## config.mk

```make
export PLATFORM = sky130hd
export DESIGN_NAME = bbox_tracker
export DESIGN_NICKNAME = d
export VERILOG_FILES = /design/src/rtl/bbox_pkg.sv /design/src/rtl/bbox_tracker_pos.sv /design/src/rtl/bbox_tracker.sv
export SDC_FILE = /design/constraint.sdc
export NUM_CORES = 1
export LEC_CHECK = 0
export CORE_MARGIN = 3
export CORE_UTILIZATION = 45
export CTS_CLUSTER_SIZE = 24
export DETAILED_ROUTE_END_ITERATION = 16
export GPL_ROUTABILITY_DRIVEN = 0
export GPL_TIMING_DRIVEN = 0
export PLACE_DENSITY_LB_ADDON = 0.2
export SLEW_MARGIN = 20
export SYNTH_ARGS = -nofsm -noshare
export SYNTH_HDL_FRONTEND = slang
export SYNTH_SLANG_ARGS = --single-unit
```

## constraint.sdc

```tcl
create_clock -name clk -period 8 [get_ports clk]
set_clock_uncertainty 0.15 [all_clocks]
set_input_delay 2 -clock clk [delete_from_list [all_inputs] [get_ports clk]]
set_output_delay 2 -clock clk [all_outputs]
set_load 0.02 [all_outputs]
```

## src/rtl/bbox_pkg.sv

```systemverilog
// Shared constants, register map and types for the marker bounding-box tracker.
// Frame geometry here is the default; the top level can override it per instance.
package bbox_pkg;

    localparam int          IMAGE_W  = 640;
    localparam int          IMAGE_H  = 480;
    localparam logic [23:0] MARK_RGB = 24'h00FF00;

    localparam int XW = 11;
    localparam int YW = 11;
    localparam int CW = 20;

    localparam logic [2:0] ADDR_MIN    = 3'd0;
    localparam logic [2:0] ADDR_MAX    = 3'd1;
    localparam logic [2:0] ADDR_COUNT  = 3'd2;
    localparam logic [2:0] ADDR_STATUS = 3'd3;
    localparam logic [2:0] ADDR_CTRL   = 3'd4;

    localparam int ST_DONE    = 0;
    localparam int ST_VALID   = 1;
    localparam int ST_OVERRUN = 2;
    localparam int ST_RESTART = 3;
    localparam int ST_SHORT   = 4;

    typedef enum logic [1:0] {
        S_IDLE   = 2'd0,
        S_ACTIVE = 2'd1,
        S_DROP   = 2'd2
    } state_t;

    typedef struct packed {
        logic [XW-1:0] x_min;
        logic [YW-1:0] y_min;
        logic [XW-1:0] x_max;
        logic [YW-1:0] y_max;
    } box_t;

endpackage

```

## src/rtl/bbox_tracker_pos.sv

```systemverilog
// X/Y position of the beat currently on the sink, with sop reload, line wrap,
// last-pixel detection and an overrun indication for beats past the frame end.
module pixel_pos_counter #(
    parameter int IMAGE_W = bbox_pkg::IMAGE_W,
    parameter int IMAGE_H = bbox_pkg::IMAGE_H
) (
    input  logic                   clk,
    input  logic                   reset,
    input  logic                   beat,
    input  logic                   sop,
    input  logic                   eop,
    output logic [bbox_pkg::XW-1:0] x,
    output logic [bbox_pkg::YW-1:0] y,
    output logic                   last,
    output logic                   overrun
);
    import bbox_pkg::*;

    localparam logic [XW-1:0] X_LAST = XW'(IMAGE_W - 1);
    localparam logic [YW-1:0] Y_LAST = YW'(IMAGE_H - 1);

    logic [XW-1:0] x_next;
    logic [YW-1:0] y_next;
    logic          past_end;

    // The registers hold where the next beat lands; a sop beat is always (0,0).
    assign x       = sop ? '0 : x_next;
    assign y       = sop ? '0 : y_next;
    assign last    = (x == X_LAST) && (y == Y_LAST);
    assign overrun = past_end && !sop;

    always_ff @(posedge clk) begin
        if (reset) begin
            x_next   <= '0;
            y_next   <= '0;
            past_end <= 1'b0;
        end else if (beat) begin
            past_end <= overrun || (last && !eop);
            if (!overrun) begin
                if (x == X_LAST) begin
                    x_next <= '0;
                    y_next <= y + 1'b1;
                end else begin
                    x_next <= x + 1'b1;
                    y_next <= y;
                end
            end
        end
    end

endmodule

```

## src/rtl/bbox_tracker.sv

```systemverilog
// RGB stream pass-through with one register stage that accumulates a per-frame
// bounding box and hit count of marker-coloured pixels, readable over Avalon-MM.
module bbox_tracker #(
    parameter int          IMAGE_W  = bbox_pkg::IMAGE_W,
    parameter int          IMAGE_H  = bbox_pkg::IMAGE_H,
    parameter logic [23:0] MARK_RGB = bbox_pkg::MARK_RGB
) (
    input  logic        clk,
    input  logic        reset,
    input  logic        s_chipselect,
    input  logic        s_read,
    input  logic        s_write,
    input  logic [2:0]  s_address,
    input  logic [31:0] s_writedata,
    output logic [31:0] s_readdata,
    input  logic [23:0] sink_data,
    input  logic        sink_valid,
    output logic        sink_ready,
    input  logic        sink_sop,
    input  logic        sink_eop,
    output logic [23:0] source_data,
    output logic        source_valid,
    input  logic        source_ready,
    output logic        source_sop,
    output logic        source_eop
);
    import bbox_pkg::*;

    localparam logic [XW-1:0] X_LAST    = XW'(IMAGE_W - 1);
    localparam logic [YW-1:0] Y_LAST    = YW'(IMAGE_H - 1);
    localparam logic [CW-1:0] COUNT_MAX = '1;

    logic          beat;
    logic          hit;
    logic [XW-1:0] pos_x;
    logic [YW-1:0] pos_y;
    logic          pos_last;
    logic          pos_overrun;

    state_t state;
    state_t state_next;
    logic   acc_load;
    logic   acc_update;
    logic   frame_end;
    logic   set_restart;
    logic   set_overrun;
    logic   set_short;

    box_t          acc_box;
    logic [CW-1:0] acc_count;
    box_t          shadow_box;
    logic [CW-1:0] shadow_count;
    logic          latch_pending;

    logic          enable;
    logic          frame_done;
    logic          box_valid;
    logic          overrun_flag;
    logic          restart_flag;
    logic          short_flag;
    logic [15:0]   frame_cnt;

    logic          mm_wr;
    logic          w1c;
    logic [31:0]   status;
    logic [31:0]   read_mux;
    logic          unused_wdata;

    // ---------------- stream pass-through ----------------
    assign sink_ready = source_ready || !source_valid;
    assign beat       = sink_valid && sink_ready;
    assign hit        = enable && (sink_data == MARK_RGB);

    always_ff @(posedge clk) begin
        if (reset) begin
            source_valid <= 1'b0;
        end else if (beat) begin
            source_valid <= 1'b1;
        end else if (source_ready) begin
            source_valid <= 1'b0;
        end
    end

    // NOTE: payload registers carry no reset; source_valid alone qualifies them.
    always_ff @(posedge clk) begin
        if (beat) begin
            source_data <= sink_data;
            source_sop  <= sink_sop;
            source_eop  <= sink_eop;
        end
    end

    pixel_pos_counter #(
        .IMAGE_W (IMAGE_W),
        .IMAGE_H (IMAGE_H)
    ) u_pos (
        .clk     (clk),
        .reset   (reset),
        .beat    (beat),
        .sop     (sink_sop),
        .eop     (sink_eop),
        .x       (pos_x),
        .y       (pos_y),
        .last    (pos_last),
        .overrun (pos_overrun)
    );

    // ---------------- frame FSM ----------------
    always_ff @(posedge clk) begin
        if (reset) begin
            state <= S_IDLE;
        end else begin
            state <= state_next;
        end
    end

    // NOTE: every comb output gets a default first so no path infers a latch.
    always_comb begin
        state_next = state;
        if (beat) begin
            case (state)
                S_IDLE, S_DROP: begin
                    if (sink_sop) state_next = sink_eop ? S_IDLE : S_ACTIVE;
                end
                S_ACTIVE: begin
                    if (sink_sop)         state_next = sink_eop ? S_IDLE : S_ACTIVE;
                    else if (pos_overrun) state_next = S_DROP;
                    else if (sink_eop)    state_next = S_IDLE;
                end
                default: state_next = S_IDLE;
            endcase
        end
    end

    always_comb begin
        acc_load    = 1'b0;
        acc_update  = 1'b0;
        frame_end   = 1'b0;
        set_restart = 1'b0;
        set_overrun = 1'b0;
        if (beat) begin
            if (sink_sop) begin
                acc_load    = 1'b1;
                frame_end   = sink_eop;
                set_restart = (state == S_ACTIVE);
            end else if (state == S_ACTIVE) begin
                if (pos_overrun) begin
                    set_overrun = 1'b1;
                end else begin
                    acc_update = 1'b1;
                    frame_end  = sink_eop;
                end
            end
        end
    end

    assign set_short = frame_end && !pos_last;

    // ---------------- accumulators ----------------
    always_ff @(posedge clk) begin
        if (reset) begin
            acc_box   <= '0;
            acc_count <= '0;
        end else if (acc_load) begin
            if (hit) begin
                acc_box   <= '0;
                acc_count <= CW'(1);
            end else begin
                acc_box.x_min <= X_LAST;
                acc_box.y_min <= Y_LAST;
                acc_box.x_max <= '0;
                acc_box.y_max <= '0;
                acc_count     <= '0;
            end
        end else if (acc_update && hit) begin
            if (pos_x < acc_box.x_min) acc_box.x_min <= pos_x;
            if (pos_y < acc_box.y_min) acc_box.y_min <= pos_y;
            if (pos_x > acc_box.x_max) acc_box.x_max <= pos_x;
            if (pos_y > acc_box.y_max) acc_box.y_max <= pos_y;
            if (acc_count != COUNT_MAX) acc_count <= acc_count + 1'b1;
        end
    end

    // ---------------- result latch and status ----------------
    assign mm_wr        = s_chipselect && s_write;
    assign w1c          = mm_wr && (s_address == ADDR_STATUS) && s_writedata[0];
    assign unused_wdata = ^s_writedata[31:1];

    always_ff @(posedge clk) begin
        if (reset) begin
            latch_pending <= 1'b0;
            shadow_box    <= '0;
            shadow_count  <= '0;
            box_valid     <= 1'b0;
            frame_done    <= 1'b0;
            frame_cnt     <= '0;
        end else begin
            latch_pending <= frame_end;
            if (latch_pending) begin
                frame_done   <= 1'b1;
                frame_cnt    <= frame_cnt + 1'b1;
                box_valid    <= (acc_count != '0);
                shadow_count <= acc_count;
                shadow_box   <= (acc_count != '0) ? acc_box : '0;
            end else if (w1c) begin
                frame_done <= 1'b0;
            end
        end
    end

    // Setting a sticky flag wins over a simultaneous clear.
    always_ff @(posedge clk) begin
        if (reset) begin
            overrun_flag <= 1'b0;
            restart_flag <= 1'b0;
            short_flag   <= 1'b0;
            enable       <= 1'b1;
        end else begin
            if (set_overrun)  overrun_flag <= 1'b1;
            else if (w1c)     overrun_flag <= 1'b0;
            if (set_restart)  restart_flag <= 1'b1;
            else if (w1c)     restart_flag <= 1'b0;
            if (set_short)    short_flag   <= 1'b1;
            else if (w1c)     short_flag   <= 1'b0;
            if (mm_wr && (s_address == ADDR_CTRL)) enable <= s_writedata[0];
        end
    end

    // ---------------- MM read path ----------------
    always_comb begin
        status             = '0;
        status[31:16]      = frame_cnt;
        status[ST_DONE]    = frame_done;
        status[ST_VALID]   = box_valid;
        status[ST_OVERRUN] = overrun_flag;
        status[ST_RESTART] = restart_flag;
        status[ST_SHORT]   = short_flag;
    end

    always_comb begin
        read_mux = '0;
        case (s_address)
            ADDR_MIN:    read_mux = {5'b0, shadow_box.x_min, 5'b0, shadow_box.y_min};
            ADDR_MAX:    read_mux = {5'b0, shadow_box.x_max, 5'b0, shadow_box.y_max};
            ADDR_COUNT:  read_mux = {12'b0, shadow_count};
            ADDR_STATUS: read_mux = status;
            ADDR_CTRL:   read_mux = {31'b0, enable};
            default:     read_mux = '0;
        endcase
    end

    always_ff @(posedge clk) begin
        if (reset) begin
            s_readdata <= '0;
        end else if (s_chipselect && s_read) begin
            s_readdata <= read_mux;
        end
    end

endmodule
```

== Word-level counts from Yosys, hierarchy flattened ==
Index checks and enable logic that the tools add are counted.

* Register bits after elaboration: 235

* $add $sub $neg: 4
* Order comparisons: 4
* Equal/unequal tests: 12
* Multiplexer cells: 46
* Bitwise logic cells: 1
* Reductions and logical operators: 40

{| class="wikitable"
|+ Operator list
! kind !! count
|-
| $pmux W32 S5 || 1
|-
| $mux W44 || 3
|-
| $mux W11 || 8
|-
| $mux W20 || 3
|-
| $mux W43 || 1
|-
| $mux W1 || 25
|-
| $eq A24 B16 Y1 const B || 1
|-
| $add A11 B1 Y11 const B || 2
|-
| $gt A11 B11 Y1 || 2
|-
| $lt A11 B11 Y1 || 2
|-
| $reduce_bool A2 Y1 || 11
|-
| $add A20 B1 Y20 const B || 1
|-
| $ne A20 B20 Y1 const B || 1
|-
| $reduce_bool A20 Y1 || 1
|-
| $add A16 B1 Y16 const B || 1
|-
| $logic_and A1 B1 Y1 || 12
|-
| $reduce_and A2 Y1 || 6
|-
| $eq A11 B10 Y1 const B || 1
|-
| $eq A11 B9 Y1 const B || 1
|-
| $mux W2 || 4
|-
| $eq A3 B2 Y1 const B || 2
|-
| $logic_not A1 Y1 || 4
|-
| $ne A4 B3 Y1 const B || 1
|-
| $pmux W2 S2 || 1
|-
| 11 further kinds || 12
|}

== Depth between registers and ports, before layout ==
Gate-level depths: netlist (run 1).

* Depth in word-level cells: 9
* Gate-level depth with buffers: 13
* Gate-level depth less buffers: 9

== Cells and area by module ==
Synthesis (run 1) repeated with hierarchy kept, for this count alone.

* Cell total of the unflattened synthesis: 1214
* Area, all modules: 11115.7 µm²

{| class="wikitable"
|+ By module, submodules not included
! module !! times used !! cells an instance !! area each (µm²)
|-
| bbox_tracker || 1 || 1010 || 9562.9
|-
| pixel_pos_counter || 1 || 204 || 1552.7
|}

== Least setup slack after synthesis (run 1) ==
OpenSTA, ideal clock, no wires.

* Path type: in2reg
* Start point: input port sink_sop
* End point: register acc_box[22] (netlist name)
* Data arrival time: 4486 ps
* Path slack: 3268 ps
* Stages on the path: 13
* Path through: buf_4 clkbuf_1 clkbuf_1 nand2b_1 inv_1 ha_1 nor4b_2 o2111ai_1 a2111oi_4 o41ai_2 and2_0 clkbuf_1 a221oi_1

* Longest elaborated chain between the ends: 9
* Elaborated cells between the ends (all ways): 17
* Classes of those cells: order compare: 1; mux: 10; reduce/logical: 6

{| class="wikitable"
|+ Ends and longest elaborated chain
! element !! line !! RTL
|-
| start, declared || bbox_tracker.sv:19 || <nowiki>input logic sink_sop,</nowiki>
|-
| branches (longest 9 deep; another with $lt A11 B11 Y1) || n/a ||
|-
| end, declared || bbox_tracker.sv:49 || <nowiki>box_t acc_box;</nowiki>
|}

Parallel ways; which one is timed is not known. The select of a mux whose other input is x is not followed.
A chain may end at the register's enable or synchronous reset.

== Worst setup path in the final report (run 1) ==
* Start point: input port sink_sop
* End point: register acc_box[30] (netlist name)

Same word-level chain as after synthesis.

==> results of run 1 <==
[synth_stat cells, drive strengths merged (11+ instances only)]
cell type,instances,area share (%)
clkbuf,62,2.1
nand3,34,1.5
o21ai,52,2.4
nor3,20,0.95
a221oi,14,1.1
inv,71,2.4
edfxtp,26,7.1
o41ai,14,1.2
nor2,167,5.7
o31ai,11,0.75
nor4,11,0.76
mux2i,36,3.3
a22oi,76,5.2
nand2,78,2.7
dfxtp,209,38
xnor2,11,0.87
nand4,31,1.8
ha,39,4.4
nand2b,30,1.7
xor2,29,2.3
a21oi,40,1.8
buf,16,0.74
[cell type report]
| class | instances | area [um^2] | area share [%] |
|---|---|---|---|
| buffer | 78 | 314.1 | 2.362 |
| clock buffer | 32 | 745.7 | 5.609 |
| clock inverter | 15 | 217.7 | 1.637 |
| inverter | 71 | 266.5 | 2.005 |
| multi-input combinational | 827 | 5466 | 41.12 |
| sequential | 235 | 4965 | 37.34 |
| tap | 319 | 399.1 | 3.002 |
| timing repair buffer | 92 | 920.9 | 6.926 |
[routing by layer]
layer | GRT usage [%] | wire length [um] | vias to the layer above
met4 | 5.855 | 652 | 0
met2 | 39.40 | 14440 | 317
met1 | 33.90 | 14870 | 4517
li1 | - | - | 4612
met3 | 3.154 | 1903 | 46
met5 | 0 | 0 | -
[registers in the layout (all words and copies together) (netlist names), 2 cells and up]
signal        cells
acc_box          44
shadow_box       44
s_readdata       32
source_data      24
acc_count        20
shadow_count     20
frame_cnt        16
u_pos.x_next     11
u_pos.y_next     11
state             2
[worst max-delay path: stages]
cell and delay [ns]:
clkdlybuf4s50_1 0.75, buf_4 0.28, clkbuf_1 0.41, clkbuf_1 0.41, nand2b_1 0.29, inv_1 0.16, ha_1 0.30, nand3_1 0.07
a21oi_1 0.11, nor3_1 0.08, o41ai_2 0.73, nand2_1 0.35, a221oi_1 0.41
[kinds of logic after synthesis]
family	count (synthesis)
and+or+nand+nor	442
adders and majority gates	41
AOI/OAI and AO/OA	255
xor gates and xnor gates	40
muxes	49
DFF	235
buffers and inverters	149
[metrics by stage]
step / util, % / instance area (um^2) / power [W]
2_1_floorplan: - / 11010 / 0.001340
3_3_place_gp: 51.92 / 12330 / 0.001414
3_5_place_dp: 51.92 / 12330 / 0.001415
4_1_cts: 55.97 / 13300 / 0.002735
5_1_grt: 55.97 / 13300 / 0.002798
6_report: 55.97 / 13300 / 0.002717
[power groups by stage]
stage	Clock (W)	Combinational [W]	Sequential (W)
6_report	0.00133	0.000170	0.00122
2_1_floorplan	0	0.0000868	0.00125
3_3_place_gp	0	0.000167	0.00125
3_5_place_dp	0	0.000169	0.00125
4_1_cts	0.00134	0.000169	0.00122
5_1_grt	0.00139	0.000185	0.00122
[final timing paths]
path / start / end / slack (ns)
min reg2reg: s_readdata[27]$_SDFFE_PP0P_ / s_readdata[27]$_SDFFE_PP0P_ / 0.31
max reg2reg: enable$_SDFFE_PP1P_ / acc_box[15]$_SDFFE_PP0P_ / 4.80
min: s_readdata[27]$_SDFFE_PP0P_ / s_readdata[27]$_SDFFE_PP0P_ / 0.31
max: sink_sop / acc_box[30]$_SDFFE_PP0P_ / 1.91
==> reports/qor.csv, run 1 <==
metric;value;unit
synth_top_family_by_area;simple AND/OR/NAND/NOR gates;
synth_area_per_cell;9.093;um^2
ant_nets;0;
p_int;0.002097;W
initial_core_util;46.36;%
holdPathStages;2;
yosysUniqueCellTypes;72;
power_leakage;4.804;nW
layout_common_cells;dfxtp_1, nor2_1, clkdlybuf4s50_1, nand2_1, a22oi_1;
grt_max_degree;28;
avgRoutedWirePerCell;19.09;um
die-height;162.4;um
diodes;0;
muxShareOfSynthArea;5.420;%
startpoint_type;input port;
status;finished, final reports clean;
swShare;22.84;%
synth_cells;1211;
peakVddDrop;0.0001310;V
root_buffer;clkbuf_16;
overflow;0;
setup_slack;1.914;ns
areaGrowthSynthToFinish;20.74;%
p_comb_share;6.3;%
cts_resized;0;
power_frac_clock;48.8;%
r2r_cells;6;
synth_edf_count;26;
cts_tree;done;
cts_max_level;1;
grt_pass1_wl;51200;um
cp.required;8.27;ns
end_kind;flop;
grt_pass1_vias;9133;
synthXorXnorAreaFrac;3.181;%
port_buffers;92;
seq_area_frac_synth;45.09;%
final_cells;1669;
core_area;0.02375;mm^2
drcViolationCount;0;
dp.cells;1622;
syn_area;0.01101;mm^2
cts.hold.buffers_added;0;
synth_fa_ha_area_share;4.613;%
synth_compound_area_share;16.44;%
track_usage;24.07;%
vias;9492;
final_common_cell;dfxtp_1;
cts_setup_buffers;0;
dp_hpwl;24110;um
crit_arrival;6.36;ns
finalSetupTns;0;ns
wl;31870;um
die_w;162.4;um
drive_gt1_share;6.444;%
relSlewSlack;44.46;%
ys_ff_latch;235;
cts_buffers;26;
viasPerCell;5.687;
switching_power;0.0006205;W
tightest_slew;0.8331;ns
cap_violations;0;
clk_latency;0.53;ns
path_clk_slew;0.06;ns
seqPwrFrac;44.9;%
path_class;in2reg;
dr.first_iter.drc_count;801;
yosys.area_share.simple;19.99;%
ys_async_sr_fraction;0;%
holdWs;0.3069;ns
synthFlopType;dfxtp_1;
nNetsFinal;1438;
rsz0062_at_grt;no;
die_area;0.02638;mm^2
cp_max_fo;10;
hold_path_class;reg2reg;
yosysWarnings;0;
period_needed;6.086;ns
synthesis.nets;1318;
io_pins;128;
antenna_found_initial;0;
slew_viol_final;0;
clockBufferDepth;3;
period_share;76.08;%
power_density;204.4;mW/mm^2
hold_viol;0;
rows;56;
cts_sinks;235;
detailedPlace.worstSlack;1.436;ns
fillCellCount;2158;
finalSetupViolCount;0;
max_freq;0.1643;GHz
first_pass_iters;5;
Note: power is estimated with default switching activity, not from simulation.
==> inputs of run 2 (changes only) <==
clock period = 6.3 ns   (was 8 ns; I/O delays follow)
==> results of run 2 <==
Same layout as run 1 (identical final DEF). Status: finished, final reports clean.
Main changes from that run: setup slack after placement 1.436 ns -> 0.1615 ns; setup slack after layout 1.914 ns -> 0.6387 ns; register-to-register setup slack 4.80 ns -> 3.10 ns; total power 0.002717 W -> 0.003450 W; worst IR drop on VDD 0.0001310 V -> 0.0001664 V
==> inputs of run 3 (changes only) <==
CAP_MARGIN = 20   (was unset)
MAX_ROUTING_LAYER = met4   (was unset)
==> run 3 against run 2 <==
Utilization is 0.22 points lower. Register-to-register slack worse by 0.04 ns. Die area is the same. Largest power group unchanged. Power down 3.0%. Wire length down 0.16%. Largest cell class unchanged. Sequential share of layout area increased by 0.15 points. Sequential cell count stayed put. Clock power shrank 6%. Count of clock-buffer cells in the layout rose by 3. Worst hold slack worse by 0.0068 ns.
==> reports/qor.csv, run 3 (same netlist as run 1, synthesis figures left out) <==
metric;value;unit;change
avgRoutedWirePerCell;19.05;um;-0.22%
hold_viol;0;;unchanged
switching_power;0.0007782;W;
final_common_cell;dfxtp_1;;
holdWs;0.3001;ns;-0.006820 ns
cts_max_level;1;;unchanged
ant_nets;0;;unchanged
end_kind;flop;;
overflow;0;;unchanged
core_area;0.02375;mm^2;unchanged
diodes;0;;unchanged
grt_max_degree;22;;-21%
grt_pass1_wl;50850;um;-0.69%
die_w;162.4;um;unchanged
path_class;in2reg;;
dr.first_iter.drc_count;820;;+2.4%
rsz0062_at_grt;no;;
layout_common_cells;dfxtp_1, nor2_1, clkdlybuf4s50_1, nand2_1, a22oi_1;;
drcViolationCount;0;;unchanged
tightest_slew;0.8348;ns;+0.001666 ns
port_buffers;92;;unchanged
die_area;0.02638;mm^2;unchanged
cp_max_fo;10;;unchanged
nNetsFinal;1439;;+0.070%
rows;56;;unchanged
cp_num_buf_inv;5;;unchanged
status;finished, final reports clean;;
clockBufferDepth;3;;unchanged
cap_violations;0;;unchanged
finalSetupTns;0;ns;unchanged
root_buffer;clkbuf_16;;
power_frac_clock;47.2;%;-1.6 points
path_cells;clkdlybuf4s50_1 -> buf_4 -> clkbuf_1 -> clkbuf_1 -> nand2b_1 -> inv_1 -> ha_1 -> nand3_1 -> a21oi_1 -> nor3_1 -> o41ai_2 -> nand2_1 -> a221oi_1;;
cts.hold.buffers_added;0;;unchanged
vias;9600;;+1.1%
first_pass_iters;6;;+1
crit_arrival;5.89;ns;
cpMostUsedCell;clkbuf_1;;
multi_input_area;0.005466;mm^2;unchanged
path_clk_slew;0.06;ns;about the same
cp_slowest_cell;clkdlybuf4s50_1;;
startpoint_type;input port;;
power_leakage;4.789;nW;-0.30%
cp.required;6.58;ns;
die-height;162.4;um;unchanged
placed_area;0.01235;mm^2;+0.12%
wl;31820;um;-0.16%
reg.largest.list;acc_box: 44 flops, shadow_box: 44 flops, s_readdata: 32 flops;;
relSlewSlack;44.35;%;-0.11 points
critical_path.top_delay_family;buffers and inverters;;
max_freq;0.1781;GHz;
initial_core_util;46.36;%;unchanged
power_density;252.6;mW/mm^2;
cts_sinks;235;;unchanged
fillCellCount;2168;;+0.46%
seqPwrFrac;46.3;%;+1.4 points
swShare;23.26;%;
track_usage;24.69;%;+0.62 points
viasPerCell;5.749;;+1.1%
io_pins;128;;unchanged
cts_buffers;26;;unchanged
period_needed;5.614;ns;
hold_path_class;reg2reg;;
grt_pass1_vias;8987;;-1.6%
slew_viol_final;0;;unchanged
antenna_found_initial;0;;unchanged
finalSetupViolCount;0;;unchanged
final_area;0.01324;mm^2;-0.40%
critPathMaxStageDelay;0.77;ns;+0.02 ns
power.total;0.003345;W;
areaGrowthSynthToFinish;20.26;%;
p_comb_share;6.5;%;+0.2 points
drive_gt1_share;6.292;%;-0.15 points
seq_area;0.004965;mm^2;unchanged
p_int;0.002567;W;
cts_setup_buffers;0;;unchanged
period_share;89.11;%;
peakVddDrop;0.0001823;V;
cts_resized;0;;unchanged
dp_hpwl;24190;um;+0.32%
clk_latency;0.54;ns;about the same
cts_tree;done;;
run 3: changes by cell type in the layout (fill, tap and decap cells not counted), moves of 2 or more:
cell / before / now
bufinv_16: 5 / 3
clkbuf_1: 63 / 65
clkbuf_16: 28 / 26
clkbuf_8: 3 / 6
clkinvlp_4: 4 / 2
clkinv_2: 4 / 6
run 3: cell type report:
cell class,count,share of cell area [%]
sequential,235,37.49
clock buffer,35,5.622
clock inverter,12,1.143
inverter,71,2.012
buffer,78,2.372
timing repair buffer,93,7.067
multi-input combinational,827,41.28
tap,319,3.014
run 3: per-stage QoR:
step	setup WS, ns	util (%)	cells
floorplan	1.993	-	1211
global placement	0.2903	51.92	1622
detailed placement	0.1702	51.98	1623
CTS	0.7250	55.75	1670
global route	0.3726	55.75	1670
finish	0.6861	55.75	1670
run 3: power by group through the flow:
stage	Sequential, W	Clock, W	Combinational [W]
finish	0.00155	0.00158	0.000217
global route	0.00155	0.00166	0.000236
floorplan	0.00159	0	0.000110
CTS	0.00155	0.00160	0.000217
detailed placement	0.00158	0	0.000216
global placement	0.00158	0	0.000213
run 3: worst paths after layout:
kind                                             startpoint                          end  slack, ns  cells past startpoint
worst max-delay path                               sink_sop     acc_box[25]$_SDFFE_PP0P_       0.69                     13
worst max register to register          enable$_SDFFE_PP1P_     acc_box[18]$_SDFFE_PP0P_       3.06                      6
worst min-delay path            s_readdata[29]$_SDFFE_PP0P_  s_readdata[29]$_SDFFE_PP0P_       0.30                      2
worst min register to register  s_readdata[29]$_SDFFE_PP0P_  s_readdata[29]$_SDFFE_PP0P_       0.30                      2
run 3: tightest hold or removal path, cell delays in order (launching register included):
cell	delay, ns
dfxtp_1	0.31
nand2_1	0.05
a21oi_1	0.05
run 3: per-layer routing:
metal  track usage [%]  vias to the layer above  part of all wire [%]
met5                 -                        -                     0
met4             5.661                        0                   2.3
met3             2.772                       52                   6.2
met2             39.02                      345                    45
met1             34.29                     4581                    46
li1                  -                     4622                     -
